`config.mk`:
```
export PLATFORM = sky130hd
export DESIGN_NAME = unswap_decoder
export DESIGN_NICKNAME = d
export VERILOG_FILES = /design/src/rtl/unswap_decoder.sv
export SDC_FILE = /design/constraint.sdc
export NUM_CORES = 1
export LEC_CHECK = 0
export ABC_AREA = 1
export BUFFER_PORTS_ARGS = -buffer_cell sky130_fd_sc_hd__buf_2
export CELL_PAD_IN_SITES_DETAIL_PLACEMENT = 0
export CELL_PAD_IN_SITES_GLOBAL_PLACEMENT = 2
export CORE_MARGIN = 8
export CORE_UTILIZATION = 35
export CTS_CLUSTER_DIAMETER = 50
export CTS_CLUSTER_SIZE = 25
export DETAILED_ROUTE_END_ITERATION = 10
export GPL_TIMING_DRIVEN = 0
export PLACE_DENSITY = 0.86
export SLEW_MARGIN = 20
export SYNTH_ARGS = -nofsm -noshare
export SYNTH_HDL_FRONTEND = slang
export SYNTH_SLANG_ARGS = --single-unit
```
`constraint.sdc`:
```
create_clock -name clk -period 6.03 [get_ports clk]
set_clock_uncertainty 0.1 [all_clocks]
set_input_delay 0.3015 -clock clk [delete_from_list [all_inputs] [get_ports clk]]
set_output_delay 0.3015 -clock clk [all_outputs]
set_load 0.02 [all_outputs]
```
`src/rtl/unswap_decoder.sv`:
```
`default_nettype none
// ============================================================================
// Module   : unswap_decoder
// Purpose  : Bit-serial inverse of the matrix encoder's 5x5 swap permutation,
//            applied ROUNDS times per 25-bit line over valid/ready handshakes.
// Revision : 1.0 - initial release
// ============================================================================
module unswap_decoder #(
    parameter int ROUNDS = 1,
    parameter int RW     = 4
) (
    input  logic        clk,
    input  logic        rst,
    input  logic [24:0] in_line,
    input  logic        in_valid,
    output logic        in_ready,
    output logic [24:0] out_line,
    output logic        out_valid,
    input  logic        out_ready,
    output logic        busy
);

    typedef enum logic [1:0] {
        S_IDLE = 2'd0,
        S_RUN  = 2'd1,
        S_DONE = 2'd2
    } state_t;

    localparam logic [4:0]    c_last_bit = 5'd24;
    localparam logic [RW-1:0] c_last_rnd = RW'(ROUNDS - 1);

    state_t        r_state;
    state_t        w_state_next;
    logic [24:0]   r_src;
    logic [24:0]   r_dst;
    logic [24:0]   r_out_line;
    logic [24:0]   w_dst_upd;
    logic [4:0]    r_cnt;
    logic [4:0]    w_fwd;
    logic [RW-1:0] r_rnd;
    logic          w_last_bit;
    logic          w_last_rnd;

    // Source bit index feeding destination bit r_cnt in one decode pass.
    always_comb begin
        w_fwd = 5'd0;
        case (r_cnt)
            5'd0:  w_fwd = 5'd10;
            5'd1:  w_fwd = 5'd20;
            5'd2:  w_fwd = 5'd5;
            5'd3:  w_fwd = 5'd15;
            5'd4:  w_fwd = 5'd0;
            5'd5:  w_fwd = 5'd1;
            5'd6:  w_fwd = 5'd11;
            5'd7:  w_fwd = 5'd21;
            5'd8:  w_fwd = 5'd6;
            5'd9:  w_fwd = 5'd16;
            5'd10: w_fwd = 5'd17;
            5'd11: w_fwd = 5'd2;
            5'd12: w_fwd = 5'd12;
            5'd13: w_fwd = 5'd22;
            5'd14: w_fwd = 5'd7;
            5'd15: w_fwd = 5'd8;
            5'd16: w_fwd = 5'd18;
            5'd17: w_fwd = 5'd3;
            5'd18: w_fwd = 5'd13;
            5'd19: w_fwd = 5'd23;
            5'd20: w_fwd = 5'd24;
            5'd21: w_fwd = 5'd9;
            5'd22: w_fwd = 5'd19;
            5'd23: w_fwd = 5'd4;
            5'd24: w_fwd = 5'd14;
            default: w_fwd = 5'd0;
        endcase
    end

    // dst including this cycle's bit, so end-of-pass copies see the full line.
    always_comb begin
        w_dst_upd        = r_dst;
        w_dst_upd[r_cnt] = r_src[w_fwd];
    end

    assign w_last_bit = (r_cnt == c_last_bit);
    assign w_last_rnd = (r_rnd == c_last_rnd);

    always_ff @(posedge clk) begin
        if (rst) begin
            r_state <= S_IDLE;
        end else begin
            r_state <= w_state_next;
        end
    end

    always_comb begin
        w_state_next = r_state;
        case (r_state)
            S_IDLE:  if (in_valid) w_state_next = S_RUN;
            S_RUN:   if (w_last_bit && w_last_rnd) w_state_next = S_DONE;
            S_DONE:  if (out_ready) w_state_next = S_IDLE;
            default: w_state_next = S_IDLE;
        endcase
    end

    always_ff @(posedge clk) begin
        if (rst) begin
            r_src      <= '0;
            r_dst      <= '0;
            r_cnt      <= '0;
            r_rnd      <= '0;
            r_out_line <= '0;
        end else begin
            case (r_state)
                S_IDLE: begin
                    if (in_valid) begin
                        r_src <= in_line;
                        r_dst <= '0;
                        r_cnt <= '0;
                        r_rnd <= '0;
                    end
                end
                S_RUN: begin
                    r_dst <= w_dst_upd;
                    if (w_last_bit) begin
                        r_cnt <= '0;
                        if (w_last_rnd) begin
                            r_out_line <= w_dst_upd;
                        end else begin
                            r_src <= w_dst_upd;
                            r_rnd <= r_rnd + 1'b1;
                        end
                    end else begin
                        r_cnt <= r_cnt + 5'd1;
                    end
                end
                default: begin
                end
            endcase
        end
    end

    assign in_ready  = (r_state == S_IDLE);
    assign busy      = (r_state == S_RUN);
    assign out_valid = (r_state == S_DONE);
    assign out_line  = r_out_line;

endmodule
`default_nettype wire

```
* Word-level counts from Yosys, hierarchy flattened
Memory sizes are Yosys's and may differ from the RTL's. A register that Yosys moved wholly into a read port is not among the register bits. Index checks and enable logic that the tools add are counted.
Word-level totals: flip-flop bits (word level) 86, ROM bits 160, output and inout bits 28, memories kept 1
Memories:
- (name not given) | words 32, width 5, rd ports 1, clocked after memory_dff 1, write ports 0, RTL line 47 | case (r_cnt)
Operators by class: add/sub/neg operators 2, $lt $le $gt $ge 3, equality and inequality tests 8, mux-type cells 24, reduce and logical (&&, ||, !) cells 9
Operators with widths (count):
- two-way mux 25 bit | 4
- one-hot mux 25 bit (2 select lines) | 2
- bitwise mux 25 bit | 1
- two-way mux 5 bit | 4
- less-than comparator 5 x 6 -> 1 bit, second input constant | 2
- two-way mux 4 bit | 3
- one-hot mux 5 bit (2 select lines) | 1
- one-hot mux 4 bit (2 select lines) | 1
- two-way mux 2 bit | 3
- != test 2 x 1 -> 1 bit, second input constant | 3
- one-hot mux 2 bit (3 select lines) | 1
- AND reduction 3 bit | 2
- adder 5 x 1 -> 5 bit, second input constant | 1
- binary-select mux 1 bit (select 5 bit) | 1
- demux 1 bit (select 5 bit) | 1
- == test 5 bit, second input constant | 1
- >= comparator 5 x 1 -> 1 bit, second input constant | 1
- adder 4 x 1 -> 4 bit, second input constant | 1
- zero test 4 bit | 1
- != test 2 bit, second input constant | 2
- AND reduction 4 bit | 1
- == test 2 x 1 -> 1 bit, second input constant | 1
- == test 2 bit, second input constant | 1
- logical AND 1 bit | 2
- 4 further kinds | 5

* Logic depth before layout (Yosys ltp)
Gate-level depths: netlist of run 1.
depth after elaboration 8, mapped depth 15, gate-level depth less buffers 15

* Least setup slack after synthesis of run 1
Ideal clock, no wire load.
path type flip-flop to flip-flop, start point register r_cnt[0], end point register, netlist name w_fwd[1], data arrival time 2.163 ns, data required time 5.810 ns, path slack 3.647 ns, cell stages (with the launch flop) 16, buffers on the path 0, period minus slack after synthesis 2.383 ns, cell sequence dfxtp_1 > inv_1 > ha_1 > nand4_2 > nand2_2 > o22ai_1 > inv_1 > nor2_1 > inv_1 > ha_1 > nand2_1 > inv_1 > o21ai_1 > nand2_1 > nand2_1 > nand3_1
On the way: word-level cells in the longest chain between the ends 5, elaborated cells between the ends (all ways) 6, classes of those cells add/sub (1); eq/ne (1); mux (4)
RTL lines:
- start, declared | RTL line 38 | logic [4:0] r_cnt;
- start signal, assigned | RTL line 132 | r_cnt <= r_cnt + 5'd1;
- adder 5 x 1 -> 5 bit / == test 5 bit (equally long branches) | RTL line 132, 83
- two-way mux 5 bit | RTL line 123 | if (w_last_bit) begin
- one-hot mux 5 bit (2 select lines) | RTL line 112 | case (r_state)
- two-way mux 5 bit (no source line) (*) (2 in series)
Mark *: on every way between the ends. The rest lies on a longest branch, timed or not. A chain may end at the register's enable or synchronous reset.

* Final worst setup path of run 1
start point register r_cnt[0], end point register, netlist name w_fwd[1]
On the way: word-level cells in the longest chain between the ends 5, elaborated cells between the ends (all ways) 6, classes of those cells add/sub (1); eq/ne (1); mux (4)
RTL lines (RTL line):
- adder 5 x 1 -> 5 bit / == test 5 bit (equally long branches) | 132, 83
- two-way mux 5 bit | 123
- one-hot mux 5 bit (2 select lines) | 112
- two-way mux 5 bit (no source line) (*) (2 in series)
Marked as above.

==> flow_summary_export.csv, run 1 <==
group,metric,value,unit
sta,worst-slew-pin-transition,642.6,ps
clock_network,cts_buffers,9,
sta,unrepaired_setup_endpoints_after_global_routing,"no",
layout,layout-drive-gt1-share,16.95,%
grt,globalRouteOverflowTotal,0,
synth,post_synth_inst_count,695,
place,finalWeightedCongestion,0.8160,
layout,final_nets,804,
hold_path,hold-path-endpoint,"r_cnt[2]$_SDFFE_PP0N_",
layout,antennaDiodeCount,0,
synth,dominantRegCellSynth,"sky130_fd_sc_hd__dfxtp_1",
place,place.port_buffers,56,
worst_setup_path,worst-r2r-cell-count,15,
synth,synth_seq_area_share,37.79,%
worst_setup_path,r2r_start,"r_cnt[0]$_SDFFE_PP0N_",
floorplan,dieWidth,133.4,um
clock_network,cts_resized,0,
worst_setup_path,worst_setup_path_start_kind,"flop",
route,drt-total-wl,15740,um
floorplan,design.core.area,13670,um^2
route,vias,4791,
sta,layout_worst_path_cycle_share,47.64,%
worst_setup_path,worstPathMaxFanout,6,
power,total_leakage_power,2.499,nW
outcome,run_status,"finished clean",
clock_network,cts_hold_repair.buffers,0,
route,vias_per_cell,5.059,
synth,yosysWarningCount,0,
route,number_of_drc_violations_after_detailed_routing,0,
place,place.detailed.hpwl,12160,um
power,irDropWorstVdd,0.1093,mV
worst_setup_path,r2r_slack,3160,ps
grt,grt_pass1_vias,4642,
clock_network,cts_tree,"built",
layout,layout_common_cells,"sky130_fd_sc_hd__nand2_1 (157), sky130_fd_sc_hd__dfxtp_1 (91), sky130_fd_sc_hd__nor2_1 (75), sky130_fd_sc_hd__inv_1 (68), sky130_fd_sc_hd__buf_2 (65)",
layout,layout.cells.most_common,"sky130_fd_sc_hd__nand2_1",
grt,antenna_violations_before_repair,0,
grt,global_route.usage.total,17.53,%
floorplan,io_pins,57,
layout,storage_cell_area,1822,um^2
grt,grt_first_pass_wirelength,24580,um
clock_network,cts_num_sinks,91,
power,power-per-cell-area,249.6,nW/um^2
hold_path,hold-path-cell-count,2,
sta,setup-violations-final,0,
hold_path,timing.hold.worst.start,"rst",
clock_network,clockRootBuffer,"sky130_fd_sc_hd__clkbuf_16",
route,drtIter0Drc,300,
worst_setup_path,critPathRequiredTime,6160,ps
floorplan,dieArea,17780,um^2
clock_network,cts.htree.levels,3,
synth,synth_area_per_cell,6.937,um^2
floorplan,placement_rows,43,
synth,synth_enable_flop_cells,0,
synth,synth_cell_type_count,37,
layout,fill_cells,1500,
route,wl_per_cell,16.62,um
sta,rel_slew_slack,57.16,%
sta,final_hold_viol_count,0,
sta,slew_viol_final,0,
layout,final_core_utilization,41.09,%
sta,final.min_clock_period,2873,ps
grt,grt_start_max_net_pins,16,
route,final_antenna_net_count,0,
synth,syn_nets,737,
worst_setup_path,r2r_end,"w_fwd[1]$_DFF_P_",
synth,asyncSetResetFlopFracSynth,0,%
sta,max_freq,0.3481,GHz
clock_network,insertion_delay_to_the_later_sink_of_the_worst_skew_pair,350,ps
clock_network,clk_transition_reported_paths,70,ps
worst_setup_path,timing.critical_path.to_type,"flop",
job,drv.max_cap_violation_count,0,
synth,ys_ff_latch,91,
hold_path,hp-class,"in2reg",
synth,syn-cell-area,4821,um^2
layout,area_growth,16.48,%
floorplan,initial_utilization,35.28,%
route,drt_pass1_iterations,5,
layout,multiInputGateArea,2545,um^2
floorplan,floorplan.die.height,133.4,um
worst_setup_path,critical_path_class,"reg2reg",
worst_setup_path,worstPathArrival,3000,ps
sta,setup_total_negative_slack,0,ps
clock_network,cts_buffer_depth,2,
clock_network,post-cts-setup-buffer-count,0,
## worst max-delay path by stage
stage | start | to | slack [ps] | cells past startpoint
6_report | r_cnt[0]$_SDFFE_PP0N_ | w_fwd[1]$_DFF_P_ | 3160 | 15
5_1_grt | r_cnt[0]$_SDFFE_PP0N_ | w_fwd[3]$_DFF_P_ | 2920 | 15
4_1_cts | r_cnt[0]$_SDFFE_PP0N_ | w_fwd[1]$_DFF_P_ | 3160 | 15
3_5_place_dp | r_cnt[0]$_SDFFE_PP0N_ | w_fwd[1]$_DFF_P_ | 3180 | 15
3_3_place_gp | r_cnt[0]$_SDFFE_PP0N_ | w_fwd[1]$_DFF_P_ | 3260 | 15
2_1_floorplan | r_cnt[0]$_SDFFE_PP0N_ | w_fwd[1]$_DFF_P_ | 3650 | 15
## cells in the mapped netlist (all sizes together), types with 2 or more instances
cell    count  area (um^2)
a22oi      25        187.7
buf        19        120.1
nand2     160        608.1
xor2        2        17.52
nand3      46        230.2
nor2       79        321.6
nand4      20        131.4
a21oi      64        350.3
o21a        2        15.01
dfxtp      91         1822
o21ai      41        220.2
inv        75        281.5
ha         13        162.7
a21o       15        112.6
nor3        3        20.02
clkbuf     13        48.80
or2        22        137.6
## report_power, final
group	internal [mW]	switching (mW)	total [mW]
clock network	0.303	0.253	0.556
registers	0.619	0.0171	0.636
logic	0.0672	0.142	0.210
total	0.989	0.412	1.40
## critical path: stages, from the launching register on
cell and delay [ps]:
sky130_fd_sc_hd__dfxtp_1 410, sky130_fd_sc_hd__inv_1 110, sky130_fd_sc_hd__ha_1 230, sky130_fd_sc_hd__nand4_2 160, sky130_fd_sc_hd__nand2_2 90, sky130_fd_sc_hd__o22ai_1 200, sky130_fd_sc_hd__inv_1 90, sky130_fd_sc_hd__nor2_1 330
sky130_fd_sc_hd__inv_1 150, sky130_fd_sc_hd__ha_1 350, sky130_fd_sc_hd__nand2_1 140, sky130_fd_sc_hd__inv_1 50, sky130_fd_sc_hd__o21ai_1 120, sky130_fd_sc_hd__nand2_1 70, sky130_fd_sc_hd__nand2_1 60, sky130_fd_sc_hd__nand3_1 80
## stage by stage
step | setup slack, ps | cells | power [mW] | cell area [um^2] | hold WS [ps]
finish | 3157 | 947 | 1.402 | 5615 | 99.86
floorplan | 3647 | 695 | 0.7867 | 4821 | 286.2
global placement | 3262 | 931 | 0.8581 | 5326 | 345.5
CTS | 3161 | 947 | 1.415 | 5615 | 93.55
global route | 2917 | 947 | 1.461 | 5615 | 117.3
detailed placement | 3178 | 931 | 0.8597 | 5326 | 350.7
## cell families (layout without fill, tap and decap cells)
kind of cell | count (synthesis) | in the layout | synth area share [%]
and+or+nand+nor | 331 | 331 | 30.21
adders and majority gates | 13 | 13 | 3.374
AOI/OAI and AO/OA | 150 | 150 | 18.84
xor gates and xnor gates | 2 | 2 | 0.3634
buffers and inverters | 108 | 180 | 9.421
DFF | 91 | 91 | 37.79
## metal layers
layer,global-route usage [%],share of wire [%],up-vias
li1,-,-,2407
met1,22.53,47,2248
met2,28.26,46,114
met3,3.991,5.3,22
met4,5.926,1.4,0
met5,0,0,-
## cell type report
type / count / share of cell area, %
Multi-Input combinational cell: 496 / 45.32
Sequential cell: 91 / 32.44
Inverter: 76 / 5.080
Timing Repair Buffer: 56 / 4.991
Clock buffer: 11 / 4.501
Tap cell: 180 / 4.011
Buffer: 32 / 3.008
Clock inverter: 5 / 0.6462
## registers in the layout, indices dropped and copies added (netlist names)
register	count
r_src	25
out_line	25
r_rnd	4
r_dst	25
w_fwd	5
r_state	2
r_cnt	5
Power figures use the tool's default switching activity.
==> inputs of run 2 (changes only) <==
--- a/config.mk
+++ b/config.mk
@@ -5,17 +5,17 @@
 export SDC_FILE = /design/constraint.sdc
 export NUM_CORES = 1
 export LEC_CHECK = 0
-export ABC_AREA = 1
+export ABC_AREA = 0
 export BUFFER_PORTS_ARGS = -buffer_cell sky130_fd_sc_hd__buf_2
 export CELL_PAD_IN_SITES_DETAIL_PLACEMENT = 0
 export CELL_PAD_IN_SITES_GLOBAL_PLACEMENT = 2
 export CORE_MARGIN = 8
-export CORE_UTILIZATION = 35
+export CORE_UTILIZATION = 34
 export CTS_CLUSTER_DIAMETER = 50
 export CTS_CLUSTER_SIZE = 25
 export DETAILED_ROUTE_END_ITERATION = 10
 export GPL_TIMING_DRIVEN = 0
-export PLACE_DENSITY = 0.86
+export PLACE_DENSITY = 0.8
 export SLEW_MARGIN = 20
 export SYNTH_ARGS = -nofsm -noshare
 export SYNTH_HDL_FRONTEND = slang
==> constraint.sdc (replaced) <==
create_clock -name clk -period 3 [get_ports clk]
set_clock_uncertainty 0.1 [all_clocks]
set_input_delay 0.15 -clock clk [delete_from_list [all_inputs] [get_ports clk]]
set_output_delay 0.15 -clock clk [all_outputs]
set_load 0.02 [all_outputs]
==> run 2 against run 1 <==
Effect of this change: synthesized cell count shrank 22%; clock power grew 110%; utilization shrank 0.13 points; count of clock-buffer cells in the layout shrank 1; combinational power grew 69%; cell area shrank 4.9%; flip-flop and latch count shrank 1; sequential share of layout area grew 1.3 points; via count shrank 11%.
==> flow_summary_export.csv, run 2 <==
group,metric,value,unit
sta,layout_worst_path_cycle_share,92.69,%
sta,worst-slew-pin-transition,740.7,ps
place,numPlacedInstances,771,
route,wl_per_cell,17.79,um
grt,globalRouteOverflowTotal,0,
layout,final_cell_count_no_fill,794,
sta,timing.final.ws_setup,219.3,ps
grt,grt_first_pass_wirelength,22620,um
worst_setup_path,timing.critical_path.max_delay_family,"compound AO/OA/AOI/OAI gates",
place,dp_worst_setup_slack,-157.9,ps
power,power-per-cell-area,518.8,nW/um^2
layout,area_growth,19.73,%
sta,max_freq,0.3596,GHz
worst_setup_path,cpMaxStageDelayCell,"sky130_fd_sc_hd__a21oi_1",
route,final_antenna_net_count,0,
sta,setup-violations-final,0,
layout,storage_cell_area,1802,um^2
synth,synth_area_per_cell,8.273,um^2
power,irDropWorstVdd,0.2513,mV
clock_network,clockRootBuffer,"sky130_fd_sc_hd__clkbuf_16",
synth,dominantRegCellSynth,"sky130_fd_sc_hd__dfxtp_1",
worst_setup_path,timing.critical_path.to_type,"flop",
layout,multiInputGateArea,2416,um^2
clock_network,cts_buffer_depth,2,
power,total_leakage_power,2.079,nW
synth,syn_nets,581,
synth,synth_common_cells,"sky130_fd_sc_hd__dfxtp_1 (90), sky130_fd_sc_hd__nor2_1 (81), sky130_fd_sc_hd__a21oi_1 (49)",
place,finalWeightedCongestion,0.8779,
synth,asyncSetResetFlopFracSynth,0,%
layout,layout-drive-gt1-share,17.15,%
route,drt-total-wl,14130,um
route,drtIter0Drc,303,
synth,syn-cell-area,4459,um^2
job,drv.max_cap_violation_count,0,
worst_setup_path,critical_path_class,"reg2reg",
floorplan,initial_utilization,34.22,%
synth,synthDominantAreaCellType,"sky130_fd_sc_hd__dfxtp_1",
grt,global_route.usage.total,17.59,%
route,drt_pass1_iterations,8,
layout,fill_cells,1415,
layout,layout_common_cells,"sky130_fd_sc_hd__dfxtp_1 (90), sky130_fd_sc_hd__nor2_1 (80), sky130_fd_sc_hd__buf_2 (63), sky130_fd_sc_hd__a21oi_1 (49), sky130_fd_sc_hd__nor3_1 (45)",
power,p_total,2.770,mW
route,vias_per_cell,5.364,
layout,antennaDiodeCount,0,
worst_setup_path,worstPathCellList,"inv_1 -> ha_1 -> nand4b_1 -> buf_4 -> nand4b_1 -> a21oi_1 -> buf_2 -> nor2_1 -> a211oi_1 -> o221ai_1",
synth,synth_seq_area_share,40.40,%
floorplan,floorplan.die.height,130.5,um
worst_setup_path,worstPathMaxFanout,10,
worst_setup_path,cpMostUsedCell,"sky130_fd_sc_hd__nand4b_1",
sta,final_hold_viol_count,0,
place,place.port_buffers,56,
clock_network,clk_transition_reported_paths,70,ps
floorplan,dieWidth,130.5,um
route,vias,4259,
synth,synth_enable_flop_cells,0,
floorplan,design.core.area,13030,um^2
clock_network,insertion_delay_to_the_later_sink_of_the_worst_skew_pair,360,ps
place,place.detailed.hpwl,10710,um
grt,grt_pass1_vias,4168,
sta,unrepaired_setup_endpoints_after_global_routing,"no",
sta,final.min_clock_period,2781,ps
clock_network,cts.htree.levels,3,
synth,post_synth_inst_count,539,
sta,rel_slew_slack,50.44,%
hold_path,hp-class,"in2reg",
clock_network,cts_buffers,9,
floorplan,io_pins,57,
worst_setup_path,critPathRequiredTime,3080,ps
outcome,run_status,"finished clean",
synth,yosys.cell_count.top_type,"sky130_fd_sc_hd__dfxtp_1",
floorplan,placement_rows,42,
place,placement.cell_area,4960,um^2
layout,final_nets,655,
worst_setup_path,timing.critical_path.slowest_cell_delay,410,ps
worst_setup_path,cp_num_buf_inv,3,
grt,antenna_violations_before_repair,0,
synth,yosysWarningCount,0,
sta,setup_total_negative_slack,0,ps
synth,synth_top_cells_by_area,"sky130_fd_sc_hd__dfxtp_1 (40%), sky130_fd_sc_hd__nor2_1 (6.8%), sky130_fd_sc_hd__a21oi_1 (5.5%)",
grt,grt_start_max_net_pins,16,
synth,synth_top_area_share,40.40,%
route,number_of_drc_violations_after_detailed_routing,0,
layout,layout.cells.most_common,"sky130_fd_sc_hd__dfxtp_1",
synth,synth_cell_type_count,53,
worst_setup_path,worstPathArrival,2860,ps
clock_network,cts_tree,"built",
worst_setup_path,worst_setup_path_start_kind,"flop",
sta,slew_viol_final,0,
floorplan,dieArea,17040,um^2
clock_network,cts_num_sinks,90,
layout,post-route-cell-area,5339,um^2
synth,ys_ff_latch,90,
==> run 2: power by group <==
part           total (mW)  leakage, nW  internal [mW]  switching (mW)
clock                1.16        0.149          0.670           0.494
combinational       0.354         1.20          0.127           0.227
sequential           1.25        0.731           1.23          0.0220
==> run 2: metal layers <==
| metal | wire (um) | up-vias | track usage (%) |
|---|---|---|---|
| met3 | 852 | 25 | 3.003 |
| met4 | 501 | 0 | 10.13 |
| li1 | - | 2092 | - |
| met5 | 0 | - | 0 |
| met1 | 6376 | 2018 | 22.03 |
| met2 | 6395 | 124 | 28.04 |
==> run 2: what timing repair did <==
item / CTS / global route
setup endpoints to repair: 15 / 3
endpoints found under the hold margin: 6 / 0
pin swaps: 1 / 0
setup buffers: 1 / 0
hold buffers: 6 / 0
gates resized for setup: 1 / 1
==> run 2: kinds of logic (layout without fill, tap and decap cells) <==
kind of cell    after synthesis  count (layout)  synth area share [%]
fa+ha+maj                    13              13                 3.648
simple gates                210             210                 22.42
xor+xnor                      4               4                0.7858
compound gates              153             153                 23.88
buf+inv                      60             139                 5.583
mux                           9               9                 3.283
flops                        90              90                 40.40
==> run 2: cell type report <==
type	count	share of cell area [%]
repair buffers	63	6.515
flip-flops and latches	90	33.75
clock buffers	10	4.476
clock inverters	6	1.219
inverters	23	1.617
plain buffers	37	3.047
well taps	176	4.125
multi-input cells	389	45.25
==> run 2: path summary, 6_finish.rpt <==
path / cells after the start / slack, ps / startpoint / to
worst max register to register: 10 / 220 / r_cnt[0]$_SDFFE_PP0N_ / w_fwd[2]$_DFF_P_
worst min-delay path: 2 / 20 / rst / r_cnt[3]$_SDFFE_PP0N_
worst max-delay path: 10 / 220 / r_cnt[0]$_SDFFE_PP0N_ / w_fwd[2]$_DFF_P_
worst min register to register: 2 / 350 / out_line[4]$_SDFFE_PP0P_ / out_line[4]$_SDFFE_PP0P_
==> run 2: metrics by stage <==
stage          hold WS, ps  utilization (%)
2_1_floorplan        181.6                -
3_5_place_dp         329.9            38.06
4_1_cts              22.43            40.95
5_1_grt              37.74            40.97
3_3_place_gp         319.5            38.06
6_report             19.46            40.97
